`src/rtl/spi_pkg.sv`:
```
// Shared definitions for the SPI slave: FSM state encoding and SPI mode numbers.
package spi_pkg;

    // SPI mode numbers (CPOL, CPHA): 0=(0,0) 1=(0,1) 2=(1,0) 3=(1,1).
    localparam int SPI_MODE_0 = 0;
    localparam int SPI_MODE_1 = 1;
    localparam int SPI_MODE_2 = 2;
    localparam int SPI_MODE_3 = 3;

    typedef enum logic [1:0] {
        ST_IDLE         = 2'd0,
        ST_SHIFT        = 2'd1,
        ST_WAIT_CS_HIGH = 2'd2
    } spi_slave_state_t;

endpackage : spi_pkg

```
`src/rtl/spi_sync_edge.sv`:
```
// Two-flop synchronizer with one extra history flop for edge detection.
// Ports:
//   clk, rst  - system clock, synchronous active-high reset
//   d_i       - asynchronous input
//   s2_o      - synchronized value
//   s3_o      - synchronized value delayed by one clk (edge history)
module spi_sync_edge #(
    parameter logic RST_VAL = 1'b0
) (
    input  logic clk,
    input  logic rst,
    input  logic d_i,
    output logic s2_o,
    output logic s3_o
);

    logic s1_q, s2_q, s3_q;
    logic s1_d, s2_d, s3_d;

    always_comb begin
        s1_d = d_i;
        s2_d = s1_q;
        s3_d = s2_q;
    end

    always_ff @(posedge clk) begin
        if (rst) begin
            s1_q <= RST_VAL;
            s2_q <= RST_VAL;
            s3_q <= RST_VAL;
        end else begin
            s1_q <= s1_d;
            s2_q <= s2_d;
            s3_q <= s3_d;
        end
    end

    assign s2_o = s2_q;
    assign s3_o = s3_q;

endmodule : spi_sync_edge

```
`src/rtl/spi_slave.sv`:
```
// SPI mode-1 slave (CPOL=0, CPHA=1), oversampled by the system clock.
// Ports:
//   clk, rst              - system clock, synchronous active-high reset
//   sclk, cs, mosi        - SPI pins from the master (asynchronous)
//   miso                  - SPI data to the master, MSB first
//   tx_data, tx_load      - word for the next frame, accepted while tx_ready
//   tx_ready, busy        - FSM idle / not idle
//   rx_data, rx_valid     - last complete received word and its update pulse
//   tx_underrun           - pulse when a frame starts with no word loaded
//   frame_err             - pulse when cs rises before the frame completes
module spi_slave
    import spi_pkg::*;
#(
    parameter int          SPI_MODE    = SPI_MODE_1,
    parameter int unsigned SPI_TRF_BIT = 12
) (
    input  logic                   clk,
    input  logic                   rst,
    input  logic                   sclk,
    input  logic                   cs,
    input  logic                   mosi,
    output logic                   miso,
    input  logic [SPI_TRF_BIT-1:0] tx_data,
    input  logic                   tx_load,
    output logic                   tx_ready,
    output logic [SPI_TRF_BIT-1:0] rx_data,
    output logic                   rx_valid,
    output logic                   busy,
    output logic                   tx_underrun,
    output logic                   frame_err
);

    localparam int unsigned CNT_W    = $clog2(SPI_TRF_BIT + 1);
    localparam int unsigned MSB      = SPI_TRF_BIT - 1;
    localparam int unsigned SETTLE_W = 2;
    localparam logic [SETTLE_W-1:0] SETTLE_DONE = 2'd3;
    // An unsupported mode never starts a frame.
    localparam logic MODE_OK = (SPI_MODE == SPI_MODE_1);

    // Synchronizers
    logic sclk_s2, sclk_s3, cs_s2, cs_s3, mosi_s2, mosi_s3_unused;

    spi_sync_edge #(.RST_VAL(1'b0)) u_sync_sclk (
        .clk(clk), .rst(rst), .d_i(sclk), .s2_o(sclk_s2), .s3_o(sclk_s3)
    );
    spi_sync_edge #(.RST_VAL(1'b1)) u_sync_cs (
        .clk(clk), .rst(rst), .d_i(cs), .s2_o(cs_s2), .s3_o(cs_s3)
    );
    spi_sync_edge #(.RST_VAL(1'b0)) u_sync_mosi (
        .clk(clk), .rst(rst), .d_i(mosi), .s2_o(mosi_s2), .s3_o(mosi_s3_unused)
    );

    logic sclk_rise, sclk_fall, cs_fall;
    assign sclk_rise = sclk_s2 & ~sclk_s3;
    assign sclk_fall = sclk_s3 & ~sclk_s2;
    assign cs_fall   = cs_s3 & ~cs_s2;

    // State and datapath flops
    spi_slave_state_t       state_q, state_d;
    logic [SPI_TRF_BIT-1:0] tx_shift_q, tx_shift_d;
    logic [SPI_TRF_BIT-1:0] rx_shift_q, rx_shift_d;
    logic [SPI_TRF_BIT-1:0] tx_buf_q, tx_buf_d;
    logic [SPI_TRF_BIT-1:0] rx_data_q, rx_data_d;
    logic [CNT_W-1:0]       bit_cnt_q, bit_cnt_d;
    logic [SETTLE_W-1:0]    settle_q, settle_d;
    logic                   tx_pending_q, tx_pending_d;
    logic                   miso_q, miso_d;
    logic                   rx_valid_q, rx_valid_d;
    logic                   busy_q, busy_d;
    logic                   tx_ready_q, tx_ready_d;
    logic                   tx_underrun_q, tx_underrun_d;
    logic                   frame_err_q, frame_err_d;

    // The synchronizers reset to cs high; a cs fall is only trusted once the
    // history flop holds a value that came from the pin, so a reset taken with
    // cs held low cannot restart the aborted frame.
    logic settled;
    assign settled = (settle_q == SETTLE_DONE);

    // Next-state and output logic
    always_comb begin
        state_d       = state_q;
        tx_shift_d    = tx_shift_q;
        rx_shift_d    = rx_shift_q;
        tx_buf_d      = tx_buf_q;
        rx_data_d     = rx_data_q;
        bit_cnt_d     = bit_cnt_q;
        tx_pending_d  = tx_pending_q;
        miso_d        = miso_q;
        rx_valid_d    = 1'b0;
        tx_underrun_d = 1'b0;
        frame_err_d   = 1'b0;
        settle_d      = settled ? settle_q : settle_q + SETTLE_W'(1);

        case (state_q)
            ST_IDLE: begin
                miso_d = 1'b0;
                if (tx_load) begin
                    tx_buf_d     = tx_data;
                    tx_pending_d = 1'b1;
                end
                if (cs_fall && settled && MODE_OK) begin
                    state_d       = ST_SHIFT;
                    // A load in this very cycle bypasses the buffer.
                    tx_shift_d    = tx_load      ? tx_data  :
                                    tx_pending_q ? tx_buf_q : '0;
                    tx_underrun_d = ~(tx_pending_q | tx_load);
                    tx_buf_d      = '0;
                    tx_pending_d  = 1'b0;
                    bit_cnt_d     = '0;
                    rx_shift_d    = '0;
                end
            end

            ST_SHIFT: begin
                if (cs_s2) begin
                    state_d     = ST_IDLE;
                    frame_err_d = 1'b1;
                    miso_d      = 1'b0;
                end else begin
                    if (sclk_rise) begin
                        miso_d     = tx_shift_q[MSB];
                        tx_shift_d = {tx_shift_q[MSB-1:0], 1'b0};
                    end
                    if (sclk_fall) begin
                        rx_shift_d = {rx_shift_q[MSB-1:0], mosi_s2};
                        bit_cnt_d  = bit_cnt_q + CNT_W'(1);
                        if (bit_cnt_d == CNT_W'(SPI_TRF_BIT)) begin
                            rx_data_d  = rx_shift_d;
                            rx_valid_d = 1'b1;
                            miso_d     = 1'b0;
                            state_d    = ST_WAIT_CS_HIGH;
                        end
                    end
                end
            end

            ST_WAIT_CS_HIGH: begin
                miso_d = 1'b0;
                if (cs_s2) begin
                    state_d = ST_IDLE;
                end
            end

            default: begin
                state_d = ST_IDLE;
                miso_d  = 1'b0;
            end
        endcase

        busy_d     = (state_d != ST_IDLE);
        tx_ready_d = (state_d == ST_IDLE);
    end

    // State register
    always_ff @(posedge clk) begin
        if (rst) begin
            state_q       <= ST_IDLE;
            tx_shift_q    <= '0;
            rx_shift_q    <= '0;
            tx_buf_q      <= '0;
            rx_data_q     <= '0;
            bit_cnt_q     <= '0;
            settle_q      <= '0;
            tx_pending_q  <= 1'b0;
            miso_q        <= 1'b0;
            rx_valid_q    <= 1'b0;
            busy_q        <= 1'b0;
            tx_ready_q    <= 1'b1;
            tx_underrun_q <= 1'b0;
            frame_err_q   <= 1'b0;
        end else begin
            state_q       <= state_d;
            tx_shift_q    <= tx_shift_d;
            rx_shift_q    <= rx_shift_d;
            tx_buf_q      <= tx_buf_d;
            rx_data_q     <= rx_data_d;
            bit_cnt_q     <= bit_cnt_d;
            settle_q      <= settle_d;
            tx_pending_q  <= tx_pending_d;
            miso_q        <= miso_d;
            rx_valid_q    <= rx_valid_d;
            busy_q        <= busy_d;
            tx_ready_q    <= tx_ready_d;
            tx_underrun_q <= tx_underrun_d;
            frame_err_q   <= frame_err_d;
        end
    end

    assign miso        = miso_q;
    assign rx_data     = rx_data_q;
    assign rx_valid    = rx_valid_q;
    assign busy        = busy_q;
    assign tx_ready    = tx_ready_q;
    assign tx_underrun = tx_underrun_q;
    assign frame_err   = frame_err_q;

endmodule : spi_slave

```
`config.mk`:
```
export PLATFORM = sky130hd
export DESIGN_NAME = spi_slave
export DESIGN_NICKNAME = d
export VERILOG_FILES = /design/src/rtl/spi_pkg.sv /design/src/rtl/spi_sync_edge.sv /design/src/rtl/spi_slave.sv
export SDC_FILE = /design/constraint.sdc
export NUM_CORES = 1
export LEC_CHECK = 0
export BUFFER_PORTS_ARGS = -buffer_cell sky130_fd_sc_hd__buf_2
export CAP_MARGIN = 10
export CORE_AREA = 5 5 107 109
export CTS_CLUSTER_DIAMETER = 80
export DETAILED_ROUTE_END_ITERATION = 6
export DIE_AREA = 0 0 112 114
export PLACE_DENSITY_LB_ADDON = 0.05
export RECOVER_POWER = 50
export REMOVE_ABC_BUFFERS = 1
export SYNTH_ARGS = -nofsm -noshare
export SYNTH_HDL_FRONTEND = slang
export SYNTH_HIERARCHICAL = 1
export SYNTH_SLANG_ARGS = --single-unit
```
`constraint.sdc`:
```
create_clock -name clk -period 2.3 [get_ports clk]
set_clock_uncertainty 0.1 [all_clocks]
set_input_delay 0.575 -clock clk [delete_from_list [all_inputs] [get_ports clk]]
set_output_delay 0.575 -clock clk [all_outputs]
set_load 0.01 [all_outputs]
```
==> impl_metrics.env, run 1 <==
export IMPL_outcome="finished clean"
export IMPL_fin_tns_setup_ps=0
export IMPL_power_frac_seq=0.505
export IMPL_critical_path_arrival_ps=2150
export IMPL_port_buffers=35
export IMPL_r2r_slack_ps=310
export IMPL_start_util=0.277
export IMPL_drv_slew=0
export IMPL_fin_crit_ps=1990
export IMPL_hold_viol=0
export IMPL_clk_pin_slew_ps=80
export IMPL_post_cts_resized=0
export IMPL_dr_pass1_iters=4
export IMPL_synthCells=309
export IMPL_endpoint="rx_data[1]"
export IMPL_start_kind="register"
export IMPL_place_gp_congestion=0.691
export IMPL_dpl_hpwl_um=4740
export IMPL_crit_required_ps=2460
export IMPL_die_area_um2=12800
export IMPL_synth_avg_cell_area_um2=9.41
export IMPL_cp_end_kind="register"
export IMPL_clock_latency_ps=340
export IMPL_io_pins=36
export IMPL_htreeDepth=3
export IMPL_timing_rr_start="bit_cnt_q[0]"
export IMPL_tightest_slew_ps=1040
export IMPL_rows=38
export IMPL_post_drt_wl_per_cell_um=15.4
export IMPL_drv_cap=0
export IMPL_r2r_end="rx_data[1]"
export IMPL_drive_above_1_share=0.152
export IMPL_final_nets=358
export IMPL_area_growth_syn_to_layout_pct=15.2
export IMPL_whs_ps=307
export IMPL_die_w_um=112
export IMPL_cp_startpoint="bit_cnt_q[0]"
export IMPL_internal_power_uw=1910
export IMPL_yosysWarnings=6
export IMPL_setup_viol=0
export IMPL_holdBufCountCts=0
export IMPL_num_fill_cells=1128
export IMPL_swShare=0.231
export IMPL_peakVddDrop_uv=288
export IMPL_worstSetupPathType="register to register"
export IMPL_syn_cell_area_um2=2910
export IMPL_gr_total_overflow=0
export IMPL_cts_buffers=9
export IMPL_grt_setup_unrepaired="false"
export IMPL_ant_nets=0
export IMPL_power_density_nw_per_um2=742
export IMPL_drt_iter0_drc=104
export IMPL_clockRootBuffer="clkbuf_8"
export IMPL_clock_sinks=70
export IMPL_grt_antenna_before_repair=0
export IMPL_cts_max_path_buffers=2
export IMPL_die_h_um=114
export IMPL_pwr_share_clk=0.435
export IMPL_num_antenna_cells=0
export IMPL_post_route_period_util=0.863
export IMPL_reg2reg_depth=4
export IMPL_grt_use_total=0.122
export IMPL_clock_fmax_mhz=504
export IMPL_p_switching_uw=574
export IMPL_post_cts_buffers=0
export IMPL_leakagePower_uw=0.00119
export IMPL_grt_start_max_net_pins=37
export IMPL_crit_fanout=12
export IMPL_drc=0
export IMPL_cts_tree="built"
export IMPL_routed_via_count=2335
export IMPL_combPwrFrac=0.060
export IMPL_totalWireLength_um=7430
export IMPL_grt_pass1_wl_um=12400
export IMPL_slew_headroom=0.302
export IMPL_grt_pass1_vias=2364
export IMPL_min_path_type="input pin to register"
export IMPL_core_um2=10500
export IMPL_viasPerCell=4.84
## critical path: stages, from the launching register on
cell and delay, ps:
dfxtp_1 410, nand3_1 170, xor2_1 850, o21ai_0 210, a21oi_1 160
## how the worst min path moves through the flow
stage / startpoint / to / slack [ps] / cells past startpoint
after floorplan: u_sync_cs/s1_q / u_sync_cs/s2_o / 280 / 1
after global placement: u_sync_cs/s1_q / u_sync_cs/s2_o / 290 / 1
after detailed placement: u_sync_cs/s1_q / u_sync_cs/s2_o / 290 / 1
after CTS: cs / u_sync_cs/s1_q / 290 / 2
after global routing: cs / u_sync_cs/s1_q / 290 / 2
final: cs / u_sync_cs/s1_q / 310 / 2
## flip-flops by register name, summed over array words and instances, names as in the netlist, 2 cells and up
register,flops
rx_data,12
tx_buf_q,12
tx_shift_q,12
rx_shift_q,11
bit_cnt_q,4
settle_q,2
state_q,2
## power groups by stage
stage	logic, uW	clock network, uW	registers [uW]
after floorplan	78.7	0	1280
after global placement	152	0	1280
after detailed placement	153	0	1280
after CTS	154	1130	1260
after global routing	168	1190	1260
final	149	1080	1260
## area by class of cell
class                   count  area [um^2]  share of cell area
inverters                   1         3.75             0.00112
clock inverters             6         86.3              0.0258
clock buffers              10          128              0.0381
flip-flops and latches     70         1400               0.418
well taps                 140          175              0.0523
repair buffers             44          224              0.0668
multi-input cells         211         1330               0.398
## stage by stage
stage | setup slack, ps | util | power (uW) | area, um^2 | std cells
floorplan | 456 | - | 1360 | 2740 | 282
global placement | 334 | 0.302 | 1440 | 3170 | 466
detailed placement | 293 | 0.302 | 1440 | 3170 | 466
CTS | 278 | 0.322 | 2540 | 3380 | 482
global route | 28.2 | 0.319 | 2620 | 3350 | 482
finish | 314 | 0.319 | 2490 | 3350 | 482
## metal layers
layer | vias up | GRT usage | wire length [um] | part of all wire
li1 | 1186 | - | - | -
met1 | 1085 | 0.164 | 3740 | 0.50
met2 | 50 | 0.189 | 3240 | 0.44
met3 | 14 | 0.0265 | 265 | 0.036
met4 | 0 | 0.0545 | 186 | 0.025
met5 | - | 0 | 0 | 0
## cell usage in the layout (no fill, tap or decap), types with 2 or more instances in the layout
cell       count
a21oi_1       37
a21oi_2        3
a221o_1       11
a32oi_1       12
and3_1         2
and3b_1        2
buf_2         16
buf_4          6
bufinv_16      2
clkbuf_1      22
clkbuf_8       9
clkinv_2       2
dfxtp_1       70
ha_1           3
mux2i_1        3
nand2_1       28
nand2b_1       2
nand3_1       16
nand4_1       12
nor2_1        17
nor2b_1        7
nor3_1         4
o211ai_1      11
o21ai_0        5
o21ai_1       10
or2_1          3
xor2_1         3
No activity file was read; power rests on OpenSTA's default activity.
==> run 2: changes to the inputs <==
--- a/config.mk
+++ b/config.mk
@@ -5,12 +5,12 @@
 export SDC_FILE = /design/constraint.sdc
 export NUM_CORES = 1
 export LEC_CHECK = 0
-export BUFFER_PORTS_ARGS = -buffer_cell sky130_fd_sc_hd__buf_2
 export CAP_MARGIN = 10
 export CORE_AREA = 5 5 107 109
 export CTS_CLUSTER_DIAMETER = 80
 export DETAILED_ROUTE_END_ITERATION = 6
 export DIE_AREA = 0 0 112 114
+export DONT_BUFFER_PORTS = 1
 export PLACE_DENSITY_LB_ADDON = 0.05
 export RECOVER_POWER = 50
 export REMOVE_ABC_BUFFERS = 1
==> run 2 against run 1 <==
  * Sequential share of layout area increased by 2.4 points
  * Worst setup slack improved by 25 ps
  * Cell area down 5.4%
  * Die area unchanged
  * Critical endpoint is now rx_valid
==> impl_metrics.env, run 2 (synthesis gave the netlist of run 1 again) <==
export IMPL_place_gp_congestion=0.665
export IMPL_clock_sinks=70
export IMPL_internal_power_uw=1930
export IMPL_io_pins=36
export IMPL_drv_cap=0
export IMPL_clock_latency_ps=330
export IMPL_worstSetupPathType="register to register"
export IMPL_die_w_um=112
export IMPL_port_buffers=0
export IMPL_grt_antenna_before_repair=0
export IMPL_place_area_um2=2960
export IMPL_holdBufCountCts=0
export IMPL_crit_family="simple AND/OR/NAND/NOR gates"
export IMPL_slowest_delay_ps=520
export IMPL_num_fill_cells=1119
export IMPL_cts_tree="built"
export IMPL_setup_viol=0
export IMPL_drv_slew=0
export IMPL_reg2reg_depth=5
export IMPL_critical_path_arrival_ps=2130
export IMPL_fin_area_um2=3170
export IMPL_worstHoldStart="rst"
export IMPL_post_cts_buffers=0
export IMPL_p_switching_uw=522
export IMPL_die_area_um2=12800
export IMPL_min_path_cells=1
export IMPL_drc=0
export IMPL_clock_fmax_mhz=510
export IMPL_tightest_slew_ps=1040
export IMPL_crit_required_ps=2470
export IMPL_whs_ps=193
export IMPL_rows=38
export IMPL_viasPerCell=4.93
export IMPL_grt_use_total=0.119
export IMPL_cp_slowest_cell="and3_1"
export IMPL_dr_pass1_iters=5
export IMPL_final_nets=320
export IMPL_peakVddDrop_uv=208
export IMPL_start_kind="register"
export IMPL_pwr_share_clk=0.447
export IMPL_post_cts_resized=0
export IMPL_slew_headroom=0.301
export IMPL_path_cells="ha_1 -> xor2_1 -> and3_1 -> and2_1 -> and3_1"
export IMPL_core_um2=10500
export IMPL_cts_buffers=9
export IMPL_htreeDepth=3
export IMPL_fin_tns_setup_ps=0
export IMPL_fin_crit_ps=1960
export IMPL_leakagePower_uw=0.00110
export IMPL_power_frac_seq=0.513
export IMPL_drt_iter0_drc=85
export IMPL_mostFrequentLayoutCell="dfxtp_1"
export IMPL_r2r_end="rx_valid"
export IMPL_combPwrFrac=0.040
export IMPL_crit_buf_inv=0
export IMPL_mostFrequentLayoutCells="70 x dfxtp_1, 37 x a21oi_1, 28 x nand2_1"
export IMPL_hold_viol=0
export IMPL_crit_fanout=14
export IMPL_start_util=0.277
export IMPL_num_antenna_cells=0
export IMPL_final_util=0.302
export IMPL_grt_start_max_net_pins=67
export IMPL_clk_pin_slew_ps=70
export IMPL_ant_nets=0
export IMPL_post_route_period_util=0.853
export IMPL_die_h_um=114
export IMPL_min_path_type="input pin to register"
export IMPL_cp_end_kind="register"
export IMPL_cts_max_path_buffers=2
export IMPL_gr_total_overflow=0
export IMPL_whs_endpoint="rx_shift_q[9]"
export IMPL_area_growth_syn_to_layout_pct=8.99
export IMPL_finalWorstSetupSlack_ps=339
export IMPL_swShare=0.213
export IMPL_clockRootBuffer="clkbuf_8"
export IMPL_drive_above_1_share=0.109
export IMPL_r2r_slack_ps=340
export IMPL_post_drt_wl_per_cell_um=16.5
export IMPL_routed_via_count=2190
export IMPL_grt_pass1_vias=2186
export IMPL_cp_depth=5
export IMPL_place_ws_ps=303
export IMPL_grt_pass1_wl_um=12000
export IMPL_totalWireLength_um=7320
export IMPL_cp_common_cell="and3_1"
export IMPL_grt_setup_unrepaired="false"
export IMPL_dpl_hpwl_um=4490
export IMPL_timing_rr_start="bit_cnt_q[0]"
export IMPL_power_density_nw_per_um2=773
export IMPL_outcome="finished clean"
==> run 2: worst register-to-register path: stages, from the launching register on <==
cell and delay [ps]:
dfxtp_1 390, ha_1 220, xor2_1 230, and3_1 520, and2_1 250, and3_1 190
==> run 2: per-stage QoR <==
stage,total power (uW),instances
final,2450,444
after global routing,2590,444
after CTS,2510,444
after detailed placement,1390,428
after global placement,1390,428
after floorplan,1360,282
==> run 2: how the worst max path moves through the flow <==
stage	start	to	slack, ps
after global routing	settle_q[0]	tx_shift_q[7]	160
final	bit_cnt_q[0]	rx_valid	340
after detailed placement	bit_cnt_q[0]	rx_valid	300
after global placement	bit_cnt_q[0]	rx_valid	320
after floorplan	state_q[0]	rx_data[0]	460
after CTS	bit_cnt_q[0]	rx_valid	280
==> run 2: metal layers <==
metal  share of wire  global-route usage  wire length [um]  vias up
met4          0.0051              0.0505                37        0
met2            0.46               0.185              3390       32
met5               0                   0                 0        -
met3           0.043              0.0361               314        2
met1            0.49               0.154              3580     1041
li1                -                   -                 -     1115
==> run 2: layout make-up <==
| cell class | instances | area, um^2 | share of cell area |
|---|---|---|---|
| Sequential cell | 70 | 1400 | 0.442 |
| Clock inverter | 4 | 70.1 | 0.0221 |
| Inverter | 1 | 3.75 | 0.00118 |
| Tap cell | 140 | 175 | 0.0553 |
| Multi-Input combinational cell | 211 | 1330 | 0.420 |
| Timing Repair Buffer | 6 | 41.3 | 0.0130 |
| Clock buffer | 12 | 145 | 0.0458 |
==> run 2: power groups by stage <==
stage	registers (uW)	clock network [uW]	logic, uW
finish	1260	1090	98.8
global route	1260	1220	113
CTS	1260	1150	102
detailed placement	1280	0	101
global placement	1280	0	101
floorplan	1280	0	78.7
